`src/rtl/layer_priority_mux_if.sv`:
```
// Pixel bus between the object drawers and the priority compositor.
// The master modport is the drawer side (drives layer requests and colours);
// the slave modport is the compositor side (returns the merged pixel and
// the per-frame overlap summary).
interface layer_priority_mux_if #(
    parameter int NUM_LAYERS = 5,
    parameter int RGB_W      = 8
);
    logic [NUM_LAYERS-1:0]       draw_req;
    logic [NUM_LAYERS*RGB_W-1:0] rgb_layers;
    logic [RGB_W-1:0]            rgb_background;
    logic [NUM_LAYERS-1:0]       layer_enable;
    logic                        start_of_frame;
    logic [RGB_W-1:0]            RGB;
    logic                        draw_any;
    logic [NUM_LAYERS-1:0]       hit_flags;
    logic                        hit_valid;

    modport master (
        output draw_req,
        output rgb_layers,
        output rgb_background,
        output layer_enable,
        output start_of_frame,
        input  RGB,
        input  draw_any,
        input  hit_flags,
        input  hit_valid
    );

    modport slave (
        input  draw_req,
        input  rgb_layers,
        input  rgb_background,
        input  layer_enable,
        input  start_of_frame,
        output RGB,
        output draw_any,
        output hit_flags,
        output hit_valid
    );
endinterface

```
`src/rtl/layer_priority_mux.sv`:
```
// layer_priority_mux: two-stage priority compositor for the VGA pixel path.
// Layer 0 has the highest priority; when no enabled layer requests the pixel
// the background colour is shown. Alongside the colour, overlaps between the
// ball (layer 0) and every other layer are OR-accumulated over a frame and
// reported as hit_flags on the pixel that starts the next frame.
//
// Build option: define LAYER_MUX_TRANSPARENCY_EN to treat a layer whose
// colour equals TRANSPARENT_COLOR as not requesting the pixel. Without the
// macro, colour values never influence which layer wins.
module layer_priority_mux #(
    parameter int                 NUM_LAYERS        = 5,
    parameter int                 RGB_W             = 8,
    parameter logic [RGB_W-1:0]   TRANSPARENT_COLOR = {RGB_W{1'b1}}
) (
    input  logic                  clk,
    input  logic                  reset,
    layer_priority_mux_if.slave   bus
);

`ifdef LAYER_MUX_TRANSPARENCY_EN
    localparam bit TRANSP_EN = 1'b1;
`else
    localparam bit TRANSP_EN = 1'b0;
`endif

    // Lowest-index requesting layer supplies the colour; background otherwise.
    // Scanning from the top index down lets the lowest index overwrite last.
    function automatic logic [RGB_W-1:0] pick_color(
        input logic [NUM_LAYERS-1:0]       eff,
        input logic [NUM_LAYERS*RGB_W-1:0] layers,
        input logic [RGB_W-1:0]            bg
    );
        logic [RGB_W-1:0] col;
        col = bg;
        for (int i = NUM_LAYERS - 1; i >= 0; i--) begin
            if (eff[i]) begin
                col = layers[i*RGB_W +: RGB_W];
            end
        end
        return col;
    endfunction

    // Overlap contribution of one pixel: bit 0 flags "ball touches anything",
    // bit i (i>=1) flags "ball touches layer i". With a single layer the shift
    // leaves nothing to overlap with, so the vector is all zero.
    function automatic logic [NUM_LAYERS-1:0] contribution(
        input logic [NUM_LAYERS-1:0] eff
    );
        logic [NUM_LAYERS-1:0] c;
        logic [NUM_LAYERS-1:0] others;
        c      = '0;
        others = eff >> 1;
        c[0]   = eff[0] & (|others);
        for (int i = 1; i < NUM_LAYERS; i++) begin
            c[i] = eff[0] & eff[i];
        end
        return c;
    endfunction

    // Colour-key qualifier; folds to all-zero when transparency is not built in.
    function automatic logic [NUM_LAYERS-1:0] key_mask(
        input logic [NUM_LAYERS*RGB_W-1:0] layers
    );
        logic [NUM_LAYERS-1:0] k;
        k = '0;
        for (int i = 0; i < NUM_LAYERS; i++) begin
            k[i] = TRANSP_EN && (layers[i*RGB_W +: RGB_W] == TRANSPARENT_COLOR);
        end
        return k;
    endfunction

    // Stage 0 -> stage 1 registers
    logic [NUM_LAYERS-1:0] eff_p1_d,     eff_p1_q;
    logic [RGB_W-1:0]      sel_rgb_p1_d, sel_rgb_p1_q;
    logic [NUM_LAYERS-1:0] contrib_p1_d, contrib_p1_q;
    logic                  sof_p1_d,     sof_p1_q;

    // Stage 1 -> stage 2 registers
    logic [RGB_W-1:0]      rgb_p2_d,      rgb_p2_q;
    logic                  draw_any_p2_d, draw_any_p2_q;
    logic [NUM_LAYERS-1:0] acc_d,         acc_q;
    logic [NUM_LAYERS-1:0] hit_flags_d,   hit_flags_q;
    logic                  hit_valid_d,   hit_valid_q;

    // Stage 0: qualify requests, pick the winning colour, form the overlap vector.
    always_comb begin
        eff_p1_d     = bus.draw_req & bus.layer_enable & ~key_mask(bus.rgb_layers);
        sel_rgb_p1_d = pick_color(eff_p1_d, bus.rgb_layers, bus.rgb_background);
        contrib_p1_d = contribution(eff_p1_d);
        sof_p1_d     = bus.start_of_frame;
    end

    // Stage 1 register bank.
    always_ff @(posedge clk or posedge reset) begin
        if (reset) begin
            eff_p1_q     <= '0;
            sel_rgb_p1_q <= '0;
            contrib_p1_q <= '0;
            sof_p1_q     <= 1'b0;
        end else begin
            eff_p1_q     <= eff_p1_d;
            sel_rgb_p1_q <= sel_rgb_p1_d;
            contrib_p1_q <= contrib_p1_d;
            sof_p1_q     <= sof_p1_d;
        end
    end

    // Stage 1: the start-of-frame pixel opens the new frame, so it seeds the
    // accumulator with its own contribution while the finished frame's
    // accumulator is published. All other pixels just OR into the frame.
    always_comb begin
        rgb_p2_d      = sel_rgb_p1_q;
        draw_any_p2_d = |eff_p1_q;
        hit_valid_d   = sof_p1_q;
        if (sof_p1_q) begin
            hit_flags_d = acc_q;
            acc_d       = contrib_p1_q;
        end else begin
            hit_flags_d = hit_flags_q;
            acc_d       = acc_q | contrib_p1_q;
        end
    end

    // Stage 2 register bank; reset clears any partial frame in acc.
    always_ff @(posedge clk or posedge reset) begin
        if (reset) begin
            rgb_p2_q      <= '0;
            draw_any_p2_q <= 1'b0;
            acc_q         <= '0;
            hit_flags_q   <= '0;
            hit_valid_q   <= 1'b0;
        end else begin
            rgb_p2_q      <= rgb_p2_d;
            draw_any_p2_q <= draw_any_p2_d;
            acc_q         <= acc_d;
            hit_flags_q   <= hit_flags_d;
            hit_valid_q   <= hit_valid_d;
        end
    end

    assign bus.RGB       = rgb_p2_q;
    assign bus.draw_any  = draw_any_p2_q;
    assign bus.hit_flags = hit_flags_q;
    assign bus.hit_valid = hit_valid_q;

endmodule

```
`src/flat_wrapper.sv`:
```
// flat-port wrapper written by rule: the top's interface ports become plain ports
module layer_priority_mux_flat 
#(
    parameter int                 NUM_LAYERS        = 5,
    parameter int                 RGB_W             = 8,
    parameter logic [RGB_W-1:0]   TRANSPARENT_COLOR = {RGB_W{1'b1}}
)
  (clk, reset, bus_draw_req, bus_rgb_layers, bus_rgb_background, bus_layer_enable, bus_start_of_frame, bus_RGB, bus_draw_any, bus_hit_flags, bus_hit_valid);
  layer_priority_mux_if #(.NUM_LAYERS(NUM_LAYERS), .RGB_W(RGB_W)) bus_i ();
  input  logic clk;
  input  logic reset;
  input wire logic [$bits(bus_i.draw_req)-1:0] bus_draw_req;
  input wire logic [$bits(bus_i.rgb_layers)-1:0] bus_rgb_layers;
  input wire logic [$bits(bus_i.rgb_background)-1:0] bus_rgb_background;
  input wire logic [$bits(bus_i.layer_enable)-1:0] bus_layer_enable;
  input wire logic [$bits(bus_i.start_of_frame)-1:0] bus_start_of_frame;
  output wire logic [$bits(bus_i.RGB)-1:0] bus_RGB;
  output wire logic [$bits(bus_i.draw_any)-1:0] bus_draw_any;
  output wire logic [$bits(bus_i.hit_flags)-1:0] bus_hit_flags;
  output wire logic [$bits(bus_i.hit_valid)-1:0] bus_hit_valid;
  assign bus_i.draw_req = bus_draw_req;
  assign bus_i.rgb_layers = bus_rgb_layers;
  assign bus_i.rgb_background = bus_rgb_background;
  assign bus_i.layer_enable = bus_layer_enable;
  assign bus_i.start_of_frame = bus_start_of_frame;
  assign bus_RGB = bus_i.RGB;
  assign bus_draw_any = bus_i.draw_any;
  assign bus_hit_flags = bus_i.hit_flags;
  assign bus_hit_valid = bus_i.hit_valid;
  layer_priority_mux #(.NUM_LAYERS(NUM_LAYERS), .RGB_W(RGB_W), .TRANSPARENT_COLOR(TRANSPARENT_COLOR)) u_core (.clk(clk), .reset(reset), .bus(bus_i));
endmodule
```
`config.mk`:
```
export PLATFORM = sky130hd
export DESIGN_NAME = layer_priority_mux_flat
export DESIGN_NICKNAME = d
export VERILOG_FILES = /design/src/rtl/layer_priority_mux_if.sv /design/src/rtl/layer_priority_mux.sv /design/src/flat_wrapper.sv
export SDC_FILE = /design/constraint.sdc
export NUM_CORES = 1
export LEC_CHECK = 0
export BUFFER_PORTS_ARGS = -buffer_cell sky130_fd_sc_hd__buf_2
export CAP_MARGIN = 20
export CORE_UTILIZATION = 32
export CTS_CLUSTER_SIZE = 20
export DETAILED_ROUTE_END_ITERATION = 10
export PLACE_DENSITY_LB_ADDON = 0.3
export SLEW_MARGIN = 20
export SYNTH_ARGS = -nofsm -noshare
export SYNTH_HDL_FRONTEND = slang
export SYNTH_SLANG_ARGS = --single-unit
```
`constraint.sdc`:
```
create_clock -name clk -period 2.9 [get_ports clk]
set_input_delay 0.29 -clock clk [delete_from_list [all_inputs] [get_ports clk]]
set_output_delay 0.29 -clock clk [all_outputs]
set_load 0.01 [all_outputs]
```
Yosys cells after proc, flatten, opt, wreduce, memory -nomap -nowiden
Index checks and enable logic that the tools add are counted.
{ "classes": {"n_reduce_logical": 2, "add_sub_neg": 0, "div": 0, "shifts": 0, "n_mul": 0, "n_eq_ne": 0, "n_lt_le_gt_ge": 0, "n_bitwise": 7, "muxes": 6} }
{ "op_table": {"columns": ["op", "n"], "rows": [
  ["2-to-1 mux 8 bit", 5],
  ["bitwise AND 1 bit", 5],
  ["bitwise AND 5 bit", 1],
  ["2-to-1 mux 5 bit", 1],
  ["bitwise OR 5 bit", 1],
  ["OR reduction 5 bit", 1],
  ["OR reduction 4 bit", 1]
]} }
{ "totals": {"latchBits": 0, "mem_count": 0, "input_bits": 61, "mem_bits_rw": 0, "register_bits": 39, "out_inout_bits": 15, "mem_bits_ro": 0, "elab_cells": 24} }

Logic depth before layout (Yosys ltp)
Gate-level depths: netlist (run 1).
{ "logic_depth": {"word_depth": 6, "ltp_mapped": 5, "depth_no_buf": 5} }

Worst setup path after synthesis (run 1)
Ideal clock, no wire load.
{ "synth_timing": {"path_kind": "input to register", "from": "input port bus_draw_req[4]", "to": "register u_core.sel_rgb_p1_q[0] (netlist: u_core.rgb_p2_d[0])", "setup_ns": 0.121, "slack_ns": 1.879, "path_stages": 5, "required_time_ns": 2.779, "arrival_ns": 0.900, "path_buffers": 1, "cell_sequence": "nand2_2 buf_12 mux2i_1 o2111a_1 o21ai_1"} }
{ "synth_via": {"elab_chain_len": 6} }
{ "synth_rtl": {"columns": ["element", "line", "rtl"], "rows": [
  ["from (decl)", "flat_wrapper.sv:12", "input wire logic [$bits(bus_i.draw_req)-1:0] bus_draw_req;"],
  ["bitwise AND 5 bit", "layer_priority_mux.sv:87", "eff_p1_d = bus.draw_req & bus.layer_enable & ~key_mask(bus.rgb_layers);"],
  ["2-to-1 mux 8 bit (5 in series)", "layer_priority_mux.sv:36", "if (eff[i]) begin"],
  ["net u_core.sel_rgb_p1_d[0]", "layer_priority_mux.sv:74", "logic [RGB_W-1:0] sel_rgb_p1_d, sel_rgb_p1_q;"],
  ["to (signal assigned)", "layer_priority_mux.sv:102", "sel_rgb_p1_q <= sel_rgb_p1_d;"],
  ["to (decl)", "layer_priority_mux.sv:74", null]
]} }
The timed path passes the listed nets, and every way through them passes these cells.
A chain may end at the register's enable or synchronous reset.

Worst setup path in the final report (run 1)
{ "layout_timing": {"from": "input port bus_draw_req[2]", "to": "register u_core.sel_rgb_p1_q[3] (netlist: u_core.rgb_p2_d[3])"} }
{ "layout_via": {"elab_chain_len": 4} }
{ "layout_rtl": {"columns": ["element", "line", "rtl"], "rows": [
  ["bitwise AND 5 bit", "layer_priority_mux.sv:87", null],
  ["net u_core.eff_p1_d[2]", "layer_priority_mux.sv:73", "logic [NUM_LAYERS-1:0] eff_p1_d, eff_p1_q;"],
  ["2-to-1 mux 8 bit (3 in series)", "layer_priority_mux.sv:36", null],
  ["net u_core.sel_rgb_p1_d[3]", "layer_priority_mux.sv:74", null]
]} }
The timed path passes the listed nets, and every way through them passes these cells.

==> impl_metrics.csv, run 1 <==
group,metric,value,unit
run_status,outcome,"completed",
worst_setup_path,crit_required,3080,ps
placed_design,gp_congestion,0.736,
clock_tree,cts_max_level,2,
routing,drtIter0Drc,37,
routing,wl_per_cell,13.2,um
final_layout,drive_above_1_share,43.3,%
worst_setup_path,path_cells,"buf_2 > nand2_1 > clkinv_1 > nand2_1 > o2111a_1 > o21ai_1",
power_and_ir_drop,power_density,549,nW/um2
worst_setup_path,start_kind,"input pin",
clock_tree,clkTransAtPathRegs,80,ps
synthesis,synth_common_cells,"dfrtp_1 (39), nand2_1 (22)",
worst_setup_path,crit_fanout,12,
die,die_x,71.5,um
clock_tree,cts_setup_buffers,0,
sta,setup_tns,0,ps
routing,postRouteAntennaNets,0,
sta,slew_violations,0,
routing,routed_via_density,4.68,
clock_tree,cts_hold_buf,0,
synthesis,yosysMostFrequentCell,"dfrtp_1",
routing,vias,1226,
sta,max_freq,0.748,GHz
worst_setup_path,crit_type,"in -> reg",
global_route,grt_max_degree,40,
final_layout,n_antenna_cell,0,
power_and_ir_drop,power,1.12,mW
synthesis,synth_flop_cell,"dfrtp_1",
synthesis,synth_edf_count,0,
global_route,grt_pass1_vias,1201,
worst_setup_path,path_common_cell,"nand2_1",
final_layout,seqCellArea,976,um2
sta,post-route-period-util,46.1,%
clock_tree,clock_sinks,39,
placed_design,hpwl,2560,um
worst_setup_path,critPathArrivalTime,1510,ps
final_layout,fin_util,45.4,%
synthesis,ys_seq_area_share,63.2,%
worst_setup_path,crit_buf_inv,2,
die,num_rows,24,
synthesis,synthArstFlopShare,100,%
synthesis,yosys_warnings,0,
die,start_util,34.3,%
synthesis,synth_nets,192,
worst_setup_path,max_stage_delay,370,ps
final_layout,nets,270,
sta,finalHoldViolCount,0,
synthesis,syn_avg_cell_area,11.8,um2
sta,slew_headroom,61.9,%
sta,fin_skew,7.34,ps
routing,wirelength,3470,um
final_layout,syn2layout_area_growth,32.4,%
worst_setup_path,cp_top_family,"simple AND/OR/NAND/NOR gates",
clock_tree,cts_tree,"yes",
sta,tightest_slew,570,ps
flow_run,max_cap_violations,0,
final_layout,multi_input_area,505,um2
clock_tree,ctsResizeCount,0,
power_and_ir_drop,vdd_drop_max,0.000206,V
routing,drc,0,
synthesis,yosysUniqueCellTypes,19,
clock_tree,ctsRootBufferMaster,"clkbuf_8",
sta,hold_ws,106,ps
clock_tree,clock_latency,280,ps
clock_tree,cts_buffer_depth,2,
die,coreArea,4500,um2
die,dieArea,5110,um2
hold_path,hold_path.class,"in -> async",
sta,rsz0062_at_grt,"no",
synthesis,yosys.area.top_type_share,63.2,%
global_route,grt_pass1_wl,5710,um
sta,fin_crit,1340,ps
routing,drtPass1Iterations,4,
sta,finalSetupViolCount,0,
synthesis,syn_area,1540,um2
synthesis,synth_area_leaders,"dfrtp_1 (63%), o2111a_1 (5.8%), nand2_1 (5.3%), mux2i_1 (5.2%), mux2_2 (3.6%)",
final_layout,fillCellCount,439,
die,io_pins,76,
synthesis,synth_area_leader_cell,"dfrtp_1",
worst_setup_path,cpMaxStageDelayCell,"clkinv_1",
power_and_ir_drop,leakage,1.11,nW
die,fp.dieH,71.5,um
global_route,grt_usage,14.8,%
global_route,grt_overflow,0,
synthesis,synth-seq-cells,39,
synthesis,synth_cells,131,
clock_tree,cts_buffers,5,
worst_setup_path,end_kind,"flop",
global_route,grt_antenna_before_repair,0,
placed_design,port_buffers,75,
final timing paths:
kind | startpoint | slack (ps) | cells past startpoint | end
max | bus_draw_req[2] | 1560 | 6 | u_core.rgb_p2_d[3]
min | reset | 110 | 3 | u_core.bus.hit_flags[4]
max reg2reg | u_core.hit_valid_d | 1940 | 1 | u_core.bus.hit_flags[3]
min reg2reg | u_core.rgb_p2_d[0] | 350 | 0 | u_core.bus.RGB[0]
max in group asynchronous | reset | 2470 | 3 | u_core.contrib_p1_q[3]
min in group clk | bus_start_of_frame | 120 | 1 | u_core.hit_valid_d
placed cells by master (no fill, tap or decap), drive strengths merged:
cell type  synthesis  routed
a21o               5       5
a41oi              1       1
buf                2      76
clkbuf             3       5
clkinv             2       3
clkinvlp           0       2
dfrtp             39      39
inv                5       5
mux2               5       5
mux2i              8       8
nand2             23      23
nand3              8       8
nor2               5       5
nor3               1       1
o2111a             8       8
o21ai             16      16
through the flow:
step / cells / area, um2 / worst slack, ps
global placement: 254 / 1960 / 1290
floorplan: 131 / 1540 / 1720
finish: 262 / 2040 / 1560
detailed placement: 254 / 1960 / 1240
CTS: 262 / 2040 / 1550
global route: 262 / 2040 / 1430
per-layer routing:
layer	wire (um)	global-route usage, %
met1	1560	19.3
met2	1600	23.5
met3	287	5.63
met4	17	3.92
met5	0	0
kinds of logic after synthesis:
logic type             synth area share, %
and+or+nand+nor                       9.89
DFF                                   63.2
buffers and inverters                 4.05
muxes                                 8.83
AOI/OAI and AO/OA                     14.0
area by class of cell:
type	count	share of cell area [%]
multi-input combinational	80	24.7
timing repair buffer	76	18.7
inverter	7	1.29
clock buffer	5	3.37
tap	52	3.18
clock inverter	3	0.979
sequential	39	47.7
sequential cells by signal, indices dropped and copies added (netlist names):
name                  count
u_core.eff_p1_q           5
u_core.bus.RGB            8
u_core.bus.draw_any       1
u_core.hit_valid_d        1
u_core.contrib_p1_q       5
u_core.rgb_p2_d           8
u_core.bus.hit_valid      1
u_core.acc_q              5
u_core.bus.hit_flags      5
where the power goes:
group / internal (mW) / leakage [nW] / switching [mW]
sequential: 0.590 / 0.490 / 0.0150
clock: 0.167 / 0.0402 / 0.188
combinational: 0.0788 / 0.582 / 0.0836
total: 0.836 / 1.11 / 0.286
Power figures use the tool's default switching activity.
==> run 2: changes to the inputs <==
==> constraint.sdc (replaced) <==
create_clock -name clk -period 1.1 [get_ports clk]
set_input_delay 0.11 -clock clk [delete_from_list [all_inputs] [get_ports clk]]
set_output_delay 0.11 -clock clk [all_outputs]
set_load 0.01 [all_outputs]
==> impl_metrics.csv, run 2 (synthesis results as in run 1) <==
group,metric,value,unit
final_layout,layout_common_cells,"buf_2 (75), dfrtp_1 (39), nand2_1 (22)",
sta,fin_crit,957,ps
clock_tree,cts_buffer_depth,2,
clock_tree,cts_max_level,2,
routing,routed_via_density,4.75,
final_layout,multi_input_area,505,um2
routing,drtPass1Iterations,5,
sta,max_freq,1.05,GHz
final_layout,fillCellCount,418,
sta,slew_violations,0,
worst_setup_path,max_stage_delay,480,ps
worst_setup_path,crit_buf_inv,0,
worst_setup_path,path_cells,"mux2_2",
clock_tree,ctsRootBufferMaster,"clkbuf_8",
worst_setup_path,crit_type,"reg -> reg",
worst_setup_path,crit_required,1270,ps
routing,vias,1287,
clock_tree,ctsResizeCount,0,
global_route,grt_overflow,0,
final_layout,final_cells,271,
die,start_util,34.3,%
sta,tightest_slew,286,ps
placed_design,gp_congestion,0.795,
run_status,outcome,"completed",
clock_tree,cts_buffers,5,
final_layout,n_antenna_cell,0,
worst_setup_path,cp_top_family,"flip-flops",
clock_tree,cts_tree,"yes",
placed_design,place_inst,261,
die,coreArea,4500,um2
worst_setup_path,start_kind,"flop",
routing,drtIter0Drc,63,
global_route,grt_antenna_before_repair,0,
clock_tree,clock_sinks,39,
sta,post-route-period-util,87.0,%
worst_setup_path,crit_fanout,7,
routing,wirelength,3480,um
final_layout,mostFrequentLayoutCell,"buf_2",
flow_run,max_cap_violations,0,
hold_path,hold_path.class,"in -> reg",
worst_setup_path,critPathArrivalTime,1120,ps
placed_design,hpwl,2650,um
clock_tree,cts_hold_buf,2,
routing,wl_per_cell,12.9,um
sta,fin_skew,2.86,ps
die,dieArea,5110,um2
final_layout,drive_above_1_share,44.3,%
power_and_ir_drop,power_density,1440,nW/um2
global_route,grt_usage,15.1,%
placed_design,port_buffers,75,
worst_setup_path,cpMaxStageDelayCell,"dfrtp_1",
global_route,grt_pass1_vias,1222,
sta,slew_headroom,80.8,%
global_route,grt_max_degree,40,
global_route,grt_pass1_wl,5720,um
final_layout,seqCellArea,976,um2
final_layout,nets,279,
sta,finalSetupViolCount,0,
power_and_ir_drop,leakage,1.17,nW
power_and_ir_drop,vdd_drop_max,0.000645,V
die,fp.dieH,71.5,um
die,num_rows,24,
clock_tree,cts_setup_buffers,0,
final_layout,syn2layout_area_growth,38.7,%
worst_setup_path,end_kind,"flop",
clock_tree,clock_latency,280,ps
routing,postRouteAntennaNets,0,
sta,finalHoldViolCount,0,
die,die_x,71.5,um
sta,layout_setup_ws,143,ps
sta,rsz0062_at_grt,"no",
clock_tree,clkTransAtPathRegs,70,ps
die,io_pins,76,
routing,drc,0,
placed_design,pre_cts_slack,-7.89,ps
run 2: cell count changes in the layout (fill, tap and decap cells not counted), sizes merged:
cell | before | now
buf | 76 | 83
clkbuf | 5 | 8
clkinv | 3 | 2
clkinvlp | 2 | 0
dlygate4sd3 | 0 | 2
run 2: where the power goes:
part / leakage, nW / total [mW] / internal (mW) / switching [mW]
registers: 0.490 / 1.60 / 1.56 / 0.0405
clock network: 0.0515 / 1.03 / 0.572 / 0.455
logic: 0.626 / 0.458 / 0.233 / 0.225
total: 1.17 / 3.08 / 2.36 / 0.720
run 2: path summary, 6_finish.rpt:
check                              startpoint                       to  slack (ps)  cells past startpoint
min in group asynchronous               reset       u_core.hit_valid_d         420                      4
setup reg to reg           u_core.hit_valid_d  u_core.bus.hit_flags[3]         140                      1
hold / removal              bus_rgb_layers[1]       u_core.rgb_p2_d[1]          40                      3
hold reg to reg            u_core.rgb_p2_d[5]        u_core.bus.RGB[5]         350                      0
max in group asynchronous               reset       u_core.rgb_p2_d[4]         490                      4
setup / recovery           u_core.hit_valid_d  u_core.bus.hit_flags[3]         140                      1
run 2: final cells by class:
class,count,area share (%)
Inverter,7,1.23
Multi-Input combinational cell,80,23.6
Tap cell,52,3.04
Clock buffer,8,4.68
Sequential cell,39,45.6
Timing Repair Buffer,85,21.9
run 2: per-layer routing:
layer	wire length, um	vias up	GRT usage (%)	part of all wire [%]
li1	-	627	-	-
met1	1560	580	19.0	45
met2	1540	72	23.1	44
met3	300	8	6.05	8.6
met4	80	0	6.54	2.3
met5	0	-	0	0
run 2: stage by stage:
step | hold WS (ps) | utilization (%) | power (mW) | cell area, um2 | setup TNS (ps)
final | 38.6 | 47.5 | 3.08 | 2140 | 0
after global routing | 35.3 | 47.5 | 3.25 | 2140 | 0
after CTS | 28.9 | 47.5 | 3.12 | 2140 | 0
after detailed placement | 178 | 44.9 | 2.08 | 2020 | -16.8
after global placement | 177 | 44.9 | 2.08 | 2020 | -42.7
after floorplan | 141 | - | 1.85 | 1540 | 0
